`src/rtl/raster_engine.sv`:
```
// raster_engine: draws FILL / POINT / RECT / LINE primitives into a
// framebuffer through a write port with ready backpressure. One candidate
// pixel is visited per cycle. Pixels outside the framebuffer are skipped
// without waiting for the framebuffer.

package common;
    typedef enum logic [1:0] {
        RASTER_CMD_FILL  = 2'd0,
        RASTER_CMD_POINT = 2'd1,
        RASTER_CMD_LINE  = 2'd2,
        RASTER_CMD_RECT  = 2'd3
    } raster_command_t;
endpackage

module raster_engine #(
    parameter int FB_WIDTH  = 160,
    parameter int FB_HEIGHT = 120,
    parameter int ADDR_W    = 15
) (
    input  logic                    clk,
    input  logic                    rst_n,
    input  common::raster_command_t gpu_command,
    input  logic [7:0]              gpu_x0,
    input  logic [7:0]              gpu_y0,
    input  logic [7:0]              gpu_x1,
    input  logic [7:0]              gpu_y1,
    input  logic [2:0]              gpu_colour,
    input  logic                    gpu_execute_request,
    output logic                    gpu_busy,
    output logic [ADDR_W-1:0]       fb_addr,
    output logic [2:0]              fb_data,
    output logic                    fb_write,
    input  logic                    fb_ready
);

    typedef enum logic [1:0] {ST_IDLE, ST_SCAN, ST_LINE} state_t;

    localparam logic [8:0]        X_LIMIT    = 9'(FB_WIDTH);
    localparam logic [8:0]        Y_LIMIT    = 9'(FB_HEIGHT);
    localparam logic [8:0]        X_LAST     = 9'(FB_WIDTH - 1);
    localparam logic [8:0]        Y_LAST     = 9'(FB_HEIGHT - 1);
    localparam logic [ADDR_W-1:0] ROW_STRIDE = ADDR_W'(FB_WIDTH);

    // Absolute difference of two unsigned 8-bit coordinates.
    function automatic logic [7:0] abs_diff(input logic [7:0] a, input logic [7:0] b);
        return (a >= b) ? (a - b) : (b - a);
    endfunction

    state_t r_state;
    state_t w_state_next;

    // Iterators are 9 bits so stepping past 255 never wraps back on screen.
    logic [8:0]         r_x;
    logic [8:0]         r_y;
    logic [8:0]         r_xmin;
    logic [8:0]         r_xmax;
    logic [8:0]         r_ymax;
    logic [8:0]         r_x1;
    logic [8:0]         r_y1;
    logic               r_sx_neg;
    logic               r_sy_neg;
    logic signed [11:0] r_dx;
    logic signed [11:0] r_dy;
    logic signed [11:0] r_err;
    logic [2:0]         r_colour;

    logic               w_accept;
    logic               w_is_line;
    logic               w_in_range;
    logic               w_advance;
    logic               w_scan_last;
    logic               w_line_last;
    logic               w_last;
    logic [8:0]         w_start_xmin;
    logic [8:0]         w_start_xmax;
    logic [8:0]         w_start_ymin;
    logic [8:0]         w_start_ymax;
    logic [7:0]         w_abs_dx;
    logic [7:0]         w_abs_dy;
    logic signed [11:0] w_e2;
    logic               w_step_x;
    logic               w_step_y;
    logic signed [11:0] w_err_next;

    assign w_accept    = (r_state == ST_IDLE) && gpu_execute_request;
    assign w_is_line   = (gpu_command == common::RASTER_CMD_LINE);
    assign w_in_range  = (r_x < X_LIMIT) && (r_y < Y_LIMIT);
    // Clipped pixels move on without waiting for the framebuffer.
    assign w_advance   = (r_state != ST_IDLE) && (!w_in_range || fb_ready);
    assign w_scan_last = (r_x == r_xmax) && (r_y == r_ymax);
    assign w_line_last = (r_x == r_x1) && (r_y == r_y1);
    assign w_last      = (r_state == ST_LINE) ? w_line_last : w_scan_last;

    assign w_abs_dx    = abs_diff(gpu_x0, gpu_x1);
    assign w_abs_dy    = abs_diff(gpu_y0, gpu_y1);

    assign gpu_busy    = (r_state != ST_IDLE);
    assign fb_write    = gpu_busy && w_in_range;
    assign fb_data     = r_colour;
    assign fb_addr     = ADDR_W'(r_y) * ROW_STRIDE + ADDR_W'(r_x);

    // Scan bounds for the command being accepted.
    always_comb begin
        w_start_xmin = {1'b0, gpu_x0};
        w_start_xmax = {1'b0, gpu_x0};
        w_start_ymin = {1'b0, gpu_y0};
        w_start_ymax = {1'b0, gpu_y0};
        case (gpu_command)
            common::RASTER_CMD_FILL: begin
                w_start_xmin = 9'd0;
                w_start_xmax = X_LAST;
                w_start_ymin = 9'd0;
                w_start_ymax = Y_LAST;
            end
            common::RASTER_CMD_RECT: begin
                w_start_xmin = {1'b0, (gpu_x0 <= gpu_x1) ? gpu_x0 : gpu_x1};
                w_start_xmax = {1'b0, (gpu_x0 <= gpu_x1) ? gpu_x1 : gpu_x0};
                w_start_ymin = {1'b0, (gpu_y0 <= gpu_y1) ? gpu_y0 : gpu_y1};
                w_start_ymax = {1'b0, (gpu_y0 <= gpu_y1) ? gpu_y1 : gpu_y0};
            end
            default: begin
                w_start_xmin = {1'b0, gpu_x0};
                w_start_xmax = {1'b0, gpu_x0};
                w_start_ymin = {1'b0, gpu_y0};
                w_start_ymax = {1'b0, gpu_y0};
            end
        endcase
    end

    // Bresenham step decision; r_dy holds -|dy| so both tests are plain compares.
    always_comb begin
        w_e2       = r_err <<< 1;
        w_step_x   = (w_e2 >= r_dy);
        w_step_y   = (w_e2 <= r_dx);
        w_err_next = r_err;
        if (w_step_x) begin
            w_err_next = w_err_next + r_dy;
        end
        if (w_step_y) begin
            w_err_next = w_err_next + r_dx;
        end
    end

    // State register; reset wins over a simultaneous request.
    always_ff @(posedge clk) begin
        if (!rst_n) begin
            r_state <= ST_IDLE;
        end else begin
            r_state <= w_state_next;
        end
    end

    // Next-state: leave a drawing state once the final pixel is done.
    always_comb begin
        w_state_next = r_state;
        case (r_state)
            ST_IDLE: begin
                if (w_accept) begin
                    w_state_next = w_is_line ? ST_LINE : ST_SCAN;
                end
            end
            ST_SCAN: begin
                if (w_advance && w_scan_last) begin
                    w_state_next = ST_IDLE;
                end
            end
            ST_LINE: begin
                if (w_advance && w_line_last) begin
                    w_state_next = ST_IDLE;
                end
            end
            default: w_state_next = ST_IDLE;
        endcase
    end

    // Command latch at accept, then iterator stepping while drawing.
    always_ff @(posedge clk) begin
        if (!rst_n) begin
            r_x      <= 9'd0;
            r_y      <= 9'd0;
            r_xmin   <= 9'd0;
            r_xmax   <= 9'd0;
            r_ymax   <= 9'd0;
            r_x1     <= 9'd0;
            r_y1     <= 9'd0;
            r_sx_neg <= 1'b0;
            r_sy_neg <= 1'b0;
            r_dx     <= 12'sd0;
            r_dy     <= 12'sd0;
            r_err    <= 12'sd0;
            r_colour <= 3'd0;
        end else if (w_accept) begin
            r_colour <= gpu_colour;
            r_xmin   <= w_start_xmin;
            r_xmax   <= w_start_xmax;
            r_ymax   <= w_start_ymax;
            r_x1     <= {1'b0, gpu_x1};
            r_y1     <= {1'b0, gpu_y1};
            r_sx_neg <= (gpu_x1 < gpu_x0);
            r_sy_neg <= (gpu_y1 < gpu_y0);
            r_dx     <= $signed({4'b0000, w_abs_dx});
            r_dy     <= -$signed({4'b0000, w_abs_dy});
            r_err    <= $signed({4'b0000, w_abs_dx}) - $signed({4'b0000, w_abs_dy});
            r_x      <= w_is_line ? {1'b0, gpu_x0} : w_start_xmin;
            r_y      <= w_is_line ? {1'b0, gpu_y0} : w_start_ymin;
        end else if (w_advance && !w_last) begin
            if (r_state == ST_LINE) begin
                if (w_step_x) begin
                    r_x <= r_sx_neg ? (r_x - 9'd1) : (r_x + 9'd1);
                end
                if (w_step_y) begin
                    r_y <= r_sy_neg ? (r_y - 9'd1) : (r_y + 9'd1);
                end
                r_err <= w_err_next;
            end else begin
                if (r_x == r_xmax) begin
                    r_x <= r_xmin;
                    r_y <= r_y + 9'd1;
                end else begin
                    r_x <= r_x + 9'd1;
                end
            end
        end
    end

endmodule

```
`config.mk`:
```
export PLATFORM = sky130hd
export DESIGN_NAME = raster_engine
export DESIGN_NICKNAME = d
export VERILOG_FILES = /design/src/rtl/raster_engine.sv
export SDC_FILE = /design/constraint.sdc
export NUM_CORES = 1
export LEC_CHECK = 0
export BUFFER_PORTS_ARGS = -buffer_cell sky130_fd_sc_hd__buf_2
export CAP_MARGIN = 15
export CORE_AREA = 2 2 155 218
export CTS_BUF_LIST = sky130_fd_sc_hd__clkbuf_8
export CTS_CLUSTER_SIZE = 28
export DETAILED_ROUTE_END_ITERATION = 12
export DIE_AREA = 0 0 157 220
export GPL_TIMING_DRIVEN = 0
export PLACE_DENSITY = 0.44
export SLEW_MARGIN = 15
export SYNTH_ARGS = -nofsm -noshare
export SYNTH_HDL_FRONTEND = slang
export SYNTH_SLANG_ARGS = --single-unit
```
`constraint.sdc`:
```
create_clock -name clk -period 10.8 [get_ports clk]
set_input_delay 1.62 -clock clk [delete_from_list [all_inputs] [get_ports clk]]
set_output_delay 1.62 -clock clk [all_outputs]
set_load 0.02 [all_outputs]
```
==> metrics, run 1 <==
die area 34,500 um2; top cell type by total area after synthesis dfxtp_1; FMAX 173 MHz; H-tree depth 3; slowest CP cell a211oi_1; Clock Power Share 15.5%; Yosys top cell area share between 20% and 30%; DRC 0; EDFF count, synth 0; buffers added on ports approximately 60; CTS sink cnt 96; synthesized instance count 1,239; via-per-instance ratio around 5.4; outcome finished clean; top post-synthesis cells by area dfxtp_1 (21%), ha_1 (14%), nand2_1 (6.1%); static leakage ~4.4 nW; critical path's largest stage delay 520 ps; antenna violations before repair 0; CTS max path bufs 2; core area approximately 33,000 um2; CP startpoint kind primary input; Netlist cell types 87; worst slew pin tran slightly below 1000 ps; number of global-route vias before repair 9,364; GRT Total Usage 21.8%; largest net degree at the start of global routing 20; post-route ant nets 0; std cell rows 79; GRT overflow 0; hold-fix buffer count after cts 0; Peak VDD IR approximately 0.000062 V; most used cell, CP a21oi_1; Clock Pin Slew Worst Setup and Hold Paths 110 ps; Area Overhead vs Synth 11.2%; CTS tree built; FF/Latch Area between 1500 and 2000 um2; Reg power frac roughly 28%; min Tclk post-route just under 6000 ps; Max Cap Viol 0; first-pass GRT wire length 56,000 um; mean post-synth cell area ~7.5 um2; Hold Startpoint fb_data[1]; Placer Congestion 0.904; I/O pin cnt 61; Fillers approximately 3,600; drt first-iter violations between 400 and 500; Hold EP fb_data[1]; final setup vio count 0; total power draw 0.00163 W; combinational share of power a little under three fifths; P_int 0.000837 W; CTS root buf clkbuf_8; Die W 157 um; worst reg2reg path depth 18; DR WL/cell 21.1 um; cell depth of the worst min-delay path 2; WS Path Type primary input to flop; worst hold path class flop to flop; Clock Latency Late Sink ~420 ps; final hold violations 0; Reg2Reg Setup Slack 5300 ps; Fin Hold WS 455 ps; Seq/Total Area, Yosys 20.6%; #FFs+latches synth 96; dominant synthesized flop cell dfxtp_1; area of the multi-input gates 6750 um2; most frequent cells after synthesis nand2_1 (152), a21oi_1 (105), ha_1 (101); R2R Path Start r_dy[1]; Max transition margin 35.1%; CP endpoint kind flop; routed wire length 37,100 um; chip height 220 um; crit-path max FO 7; nets in the synthesized netlist 1,390; Initial Util 28.5%; DR pass1 iterations 5; Mapped Area a little over 9000 um2; unrepaired setup endpoints after global routing false; CP arrival around 6100 ps; switching pwr 0.000791 W; Yosys warnings 0; final setup TNS 0 ps; crit-path cells buf_2 -> inv_1 -> ha_1 -> nor2b_1 -> o21ai_1 -> a31oi_1 -> nor2_2 -> mux2i_1 -> xor2_1 -> ha_1 -> a21o_1 -> a21oi_1 -> o21bai_1 -> a21oi_1 -> o21bai_1 -> a211oi_1 -> a21oi_1 -> a211oi_1; Final Cycle Share a little over half; Clock Skews 21.3 ps; Resize count post-CTS 0; Sw Share 48.6%; Crit Reg-Reg Endpoint r_err[9]; setup bufs post-CTS 0; proportion of layout cells with a drive suffix above 1 8.98%; PwrDens between 150 and 200 nW/um2; ant diodes 0; Critical Path RT 11,130 ps; routed via count 9,426; Nets 1,460; Async SR Flop Fraction 0%; CTS Buf Count 9; hpwl dp 30,200 um; cell with the most instances after synthesis nand2_1; final slew viol count 0
==> cells by family after synthesis <==
logic type | count (synthesis) | share of synthesized area (%)
AO/OA/AOI/OAI | 393 | 28.5
flip-flops | 96 | 20.6
adder cells (fa/ha/maj) | 110 | 15.5
XOR/XNOR | 80 | 7.79
AND/OR/NAND/NOR | 376 | 18.4
buffers and inverters | 165 | 7.03
multiplexers | 19 | 2.25
==> worst max-delay path, delay by kind of cell <==
family	cells	cell delay [ps]
AOI/OAI and AO/OA	10	2280
xor gates and xnor gates	1	430
adders and majority gates	2	720
buffers and inverters	2	240
muxes	1	270
and+or+nand+nor	2	560
==> placed cells by master, fill, tap and decap left out, types with 15 or more instances in the layout <==
cell type	n
a211oi_1	37
a21o_1	19
a21oi_1	105
a31oi_1	16
buf_2	61
clkbuf_1	53
dfxtp_1	96
ha_1	101
inv_1	94
nand2_1	152
nand3_1	25
nand4_1	19
nor2_1	98
nor3_1	22
o21ai_0	59
o22ai_1	15
xnor2_1	46
xor2_1	32
==> worst max path at each step <==
stage / start / endpoint / slack [ps] / depth (start not counted)
CTS: gpu_x0[2] / r_err[8] / 5020 / 18
floorplan: gpu_y0[0] / r_err[8] / 5800 / 19
global route: gpu_x0[5] / r_err[8] / 4680 / 18
global placement: gpu_x0[2] / r_err[8] / 4600 / 18
finish: gpu_x0[2] / r_err[8] / 5010 / 18
detailed placement: gpu_x0[2] / r_err[8] / 4610 / 18
==> layout make-up <==
type	count	share of cell area (%)
Tap cell	445	5.37
Clock buffer	9	1.19
Clock inverter	7	0.639
Multi-Input combinational cell	978	65.1
Timing Repair Buffer	59	2.85
Buffer	71	2.92
Sequential cell	96	18.5
Inverter	94	3.40
==> power groups by stage <==
| stage | clock [W] | sequential [W] | combinational, W |
|---|---|---|---|
| final | 0.000252 | 0.000451 | 0.000924 |
| after global routing | 0.000267 | 0.000457 | 0.00103 |
| after CTS | 0.000256 | 0.000452 | 0.000927 |
| after floorplan | 0 | 0.000437 | 0.000656 |
| after detailed placement | 0 | 0.000460 | 0.000920 |
| after global placement | 0 | 0.000460 | 0.000918 |
==> metrics by stage <==
stage	cells	instance area (um2)	setup slack (ps)	utilization, %
global placement	1743	10200	4600	31.1
CTS	1759	10400	5020	31.7
floorplan	1239	9330	5800	-
finish	1759	10400	5010	31.7
detailed placement	1743	10200	4610	31.1
global route	1759	10400	4680	31.7
==> sequential cells by signal (all words and copies together) (netlist names) <==
signal,cells
fb_data,3
r_dx,8
r_dy,12
r_err,11
r_state,2
r_sx_neg,1
r_sy_neg,1
r_x,9
r_x1,8
r_xmax,8
r_xmin,8
r_y,9
r_y1,8
r_ymax,8
==> metal layers <==
metal	GRT usage [%]	part of all wire [%]
met5	0	0
met4	8.32	3.5
met3	1.61	2.6
met2	43.6	55
met1	23.3	39
No activity file was read; power rests on OpenSTA's default activity.
==> inputs of run 2 (changes only) <==
==> constraint.sdc (replaced) <==
create_clock -name clk -period 5.5 [get_ports clk]
set_input_delay 0.825 -clock clk [delete_from_list [all_inputs] [get_ports clk]]
set_output_delay 0.825 -clock clk [all_outputs]
set_load 0.02 [all_outputs]
==> run 2 against run 1 <==
- clock power is 97% higher
- wire length is essentially flat
- count of clock-buffer cells in the layout is the same
- setup slack got worse by 4600 ps
- die area unchanged
- cell count unchanged
- sequential power grew 96%
- total power is 98% higher
- global-route usage unchanged
==> metrics, run 2 (synthesized netlist as in run 1, its figures left out) <==
min Tclk post-route 5120 ps; Initial Util ~29%; CP endpoint kind flop; DR pass1 iterations 5; Placer Congestion 0.904; commonest non-fill, non-tap cell in the layout nand2_1; total power draw 0.00322 W; GRT Total Usage around 22%; via-per-instance ratio 5.37; max reg flops 12; Final Cycle Share 93.1%; PwrDens 309 nW/um2; first-pass GRT wire length 56,000 um; Clock Skews 21.6 ps; static leakage 4.41 nW; Most flops, register r_dy; Fin Hold WS 455 ps; proportion of layout cells with a drive suffix above 1 9.13%; Peak VDD IR 0.000121 V; ant diodes 0; routed wire length 37,200 um; worst hold path class flop to flop; Die W between 150 and 200 um; number of global-route vias before repair between 9,000 and 10,000; final setup TNS 0 ps; Clock Pin Slew Worst Setup and Hold Paths ~110 ps; hpwl dp 30,200 um; CP startpoint kind flop; FMAX 195 MHz; crit path from r_dy[1]; chip height 220 um; routed via count approximately 9,500; std cell rows 79; Area Overhead vs Synth 11.4%; die area between 30,000 and 40,000 um2; hold-fix buffer count after cts 0; outcome finished clean; unrepaired setup endpoints after global routing false; Fillers about 3,600; fin worst setup slack 380 ps; largest net degree at the start of global routing 20; CP arrival 5440 ps; FF/Latch Area 1920 um2; worst slew pin tran 997 ps; Nets 1,460; CTS root buf clkbuf_8; GRT overflow 0; post-layout util 31.8%; CTS sink cnt 96; Clock Latency Late Sink 420 ps; Critical Path RT 5820 ps; crit-path max FO 10; worst reg2reg path depth 18; cell depth of the worst min-delay path 2; post-route ant nets 0; area of the multi-input gates between 6000 and 7000 um2; Setup WS pre-CTS -82.2 ps; I/O pin cnt 61; WS Path Type flop to flop; CTS max path bufs 2; DRC 0; DR WL/cell 21.1 um; Regs by FF count r_dy x12, r_err x11; CTS tree built; R2R Path Start r_dy[1]; final hold violations 0; final slew viol count 0; CTS Buf Count 9; H-tree depth 3; Max Cap Viol 0; final setup vio count 0; antenna violations before repair 0; drt first-iter violations around 470; buffers added on ports ~60; core area 32,700 um2; Hold Startpoint fb_data[1]; most frequent cells in the layout nand2_1 (152), a21oi_1 (105), ha_1 (101), nor2_1 (98), dfxtp_1 (96); Max transition margin 33.5%
## run 2: cell counts in the layout (fill, tap and decap cells not counted)
Identical to the previous run, type by type.
## run 2: power breakdown
group	switching (W)	internal (W)
clock	0.000316	0.000179
sequential	0.000108	0.000779
combinational	0.00114	0.000693
## run 2: worst max-delay path, cell delays in order, from the launching register on
cell and delay (ps):
dfxtp_1 490, inv_1 80, ha_1 270, nor2b_1 120, o211ai_1 150, a211o_1 340
a41oi_4 370, buf_2 340, mux2_2 410, ha_1 300, a211oi_1 290, o21ai_0 270
a2111oi_1 470, nor3_2 150, and2_1 200, a22o_1 210, a31oi_1 200, xor2_1 120
o41ai_1 230
## run 2: area by class of cell
cell class,instances,area share [%]
Buffer,71,2.91
Clock buffer,9,1.19
Clock inverter,7,0.638
Inverter,94,3.39
Multi-Input combinational cell,978,65.2
Sequential cell,96,18.5
Tap cell,445,5.35
Timing Repair Buffer,59,2.84
## run 2: final timing paths
check	end	slack, ps
worst max-delay path	r_err[9]	380
worst min-delay path	fb_data[1]	450
worst max register to register	r_err[9]	380
worst min register to register	fb_data[1]	450
## run 2: repair_timing
| item | in CTS | in global routing |
|---|---|---|
| cloned | 0 | 0 |
| setup endpoints to repair | 1 | 2 |
| setup buffers | 0 | 0 |
| gates resized for setup | 1 | 3 |
## run 2: routing by layer
layer	up-vias	track usage (%)	wire length, um
met5	-	0	0
met4	0	8.32	1280
met3	60	1.61	958
met2	223	43.6	20600
met1	4566	23.3	14300
li1	4605	-	-
## run 2: metrics by stage
stage | cells | area [um2]
2_1_floorplan | 1239 | 9330
4_1_cts | 1759 | 10400
5_1_grt | 1759 | 10400
3_3_place_gp | 1743 | 10200
6_report | 1759 | 10400
3_5_place_dp | 1743 | 10200
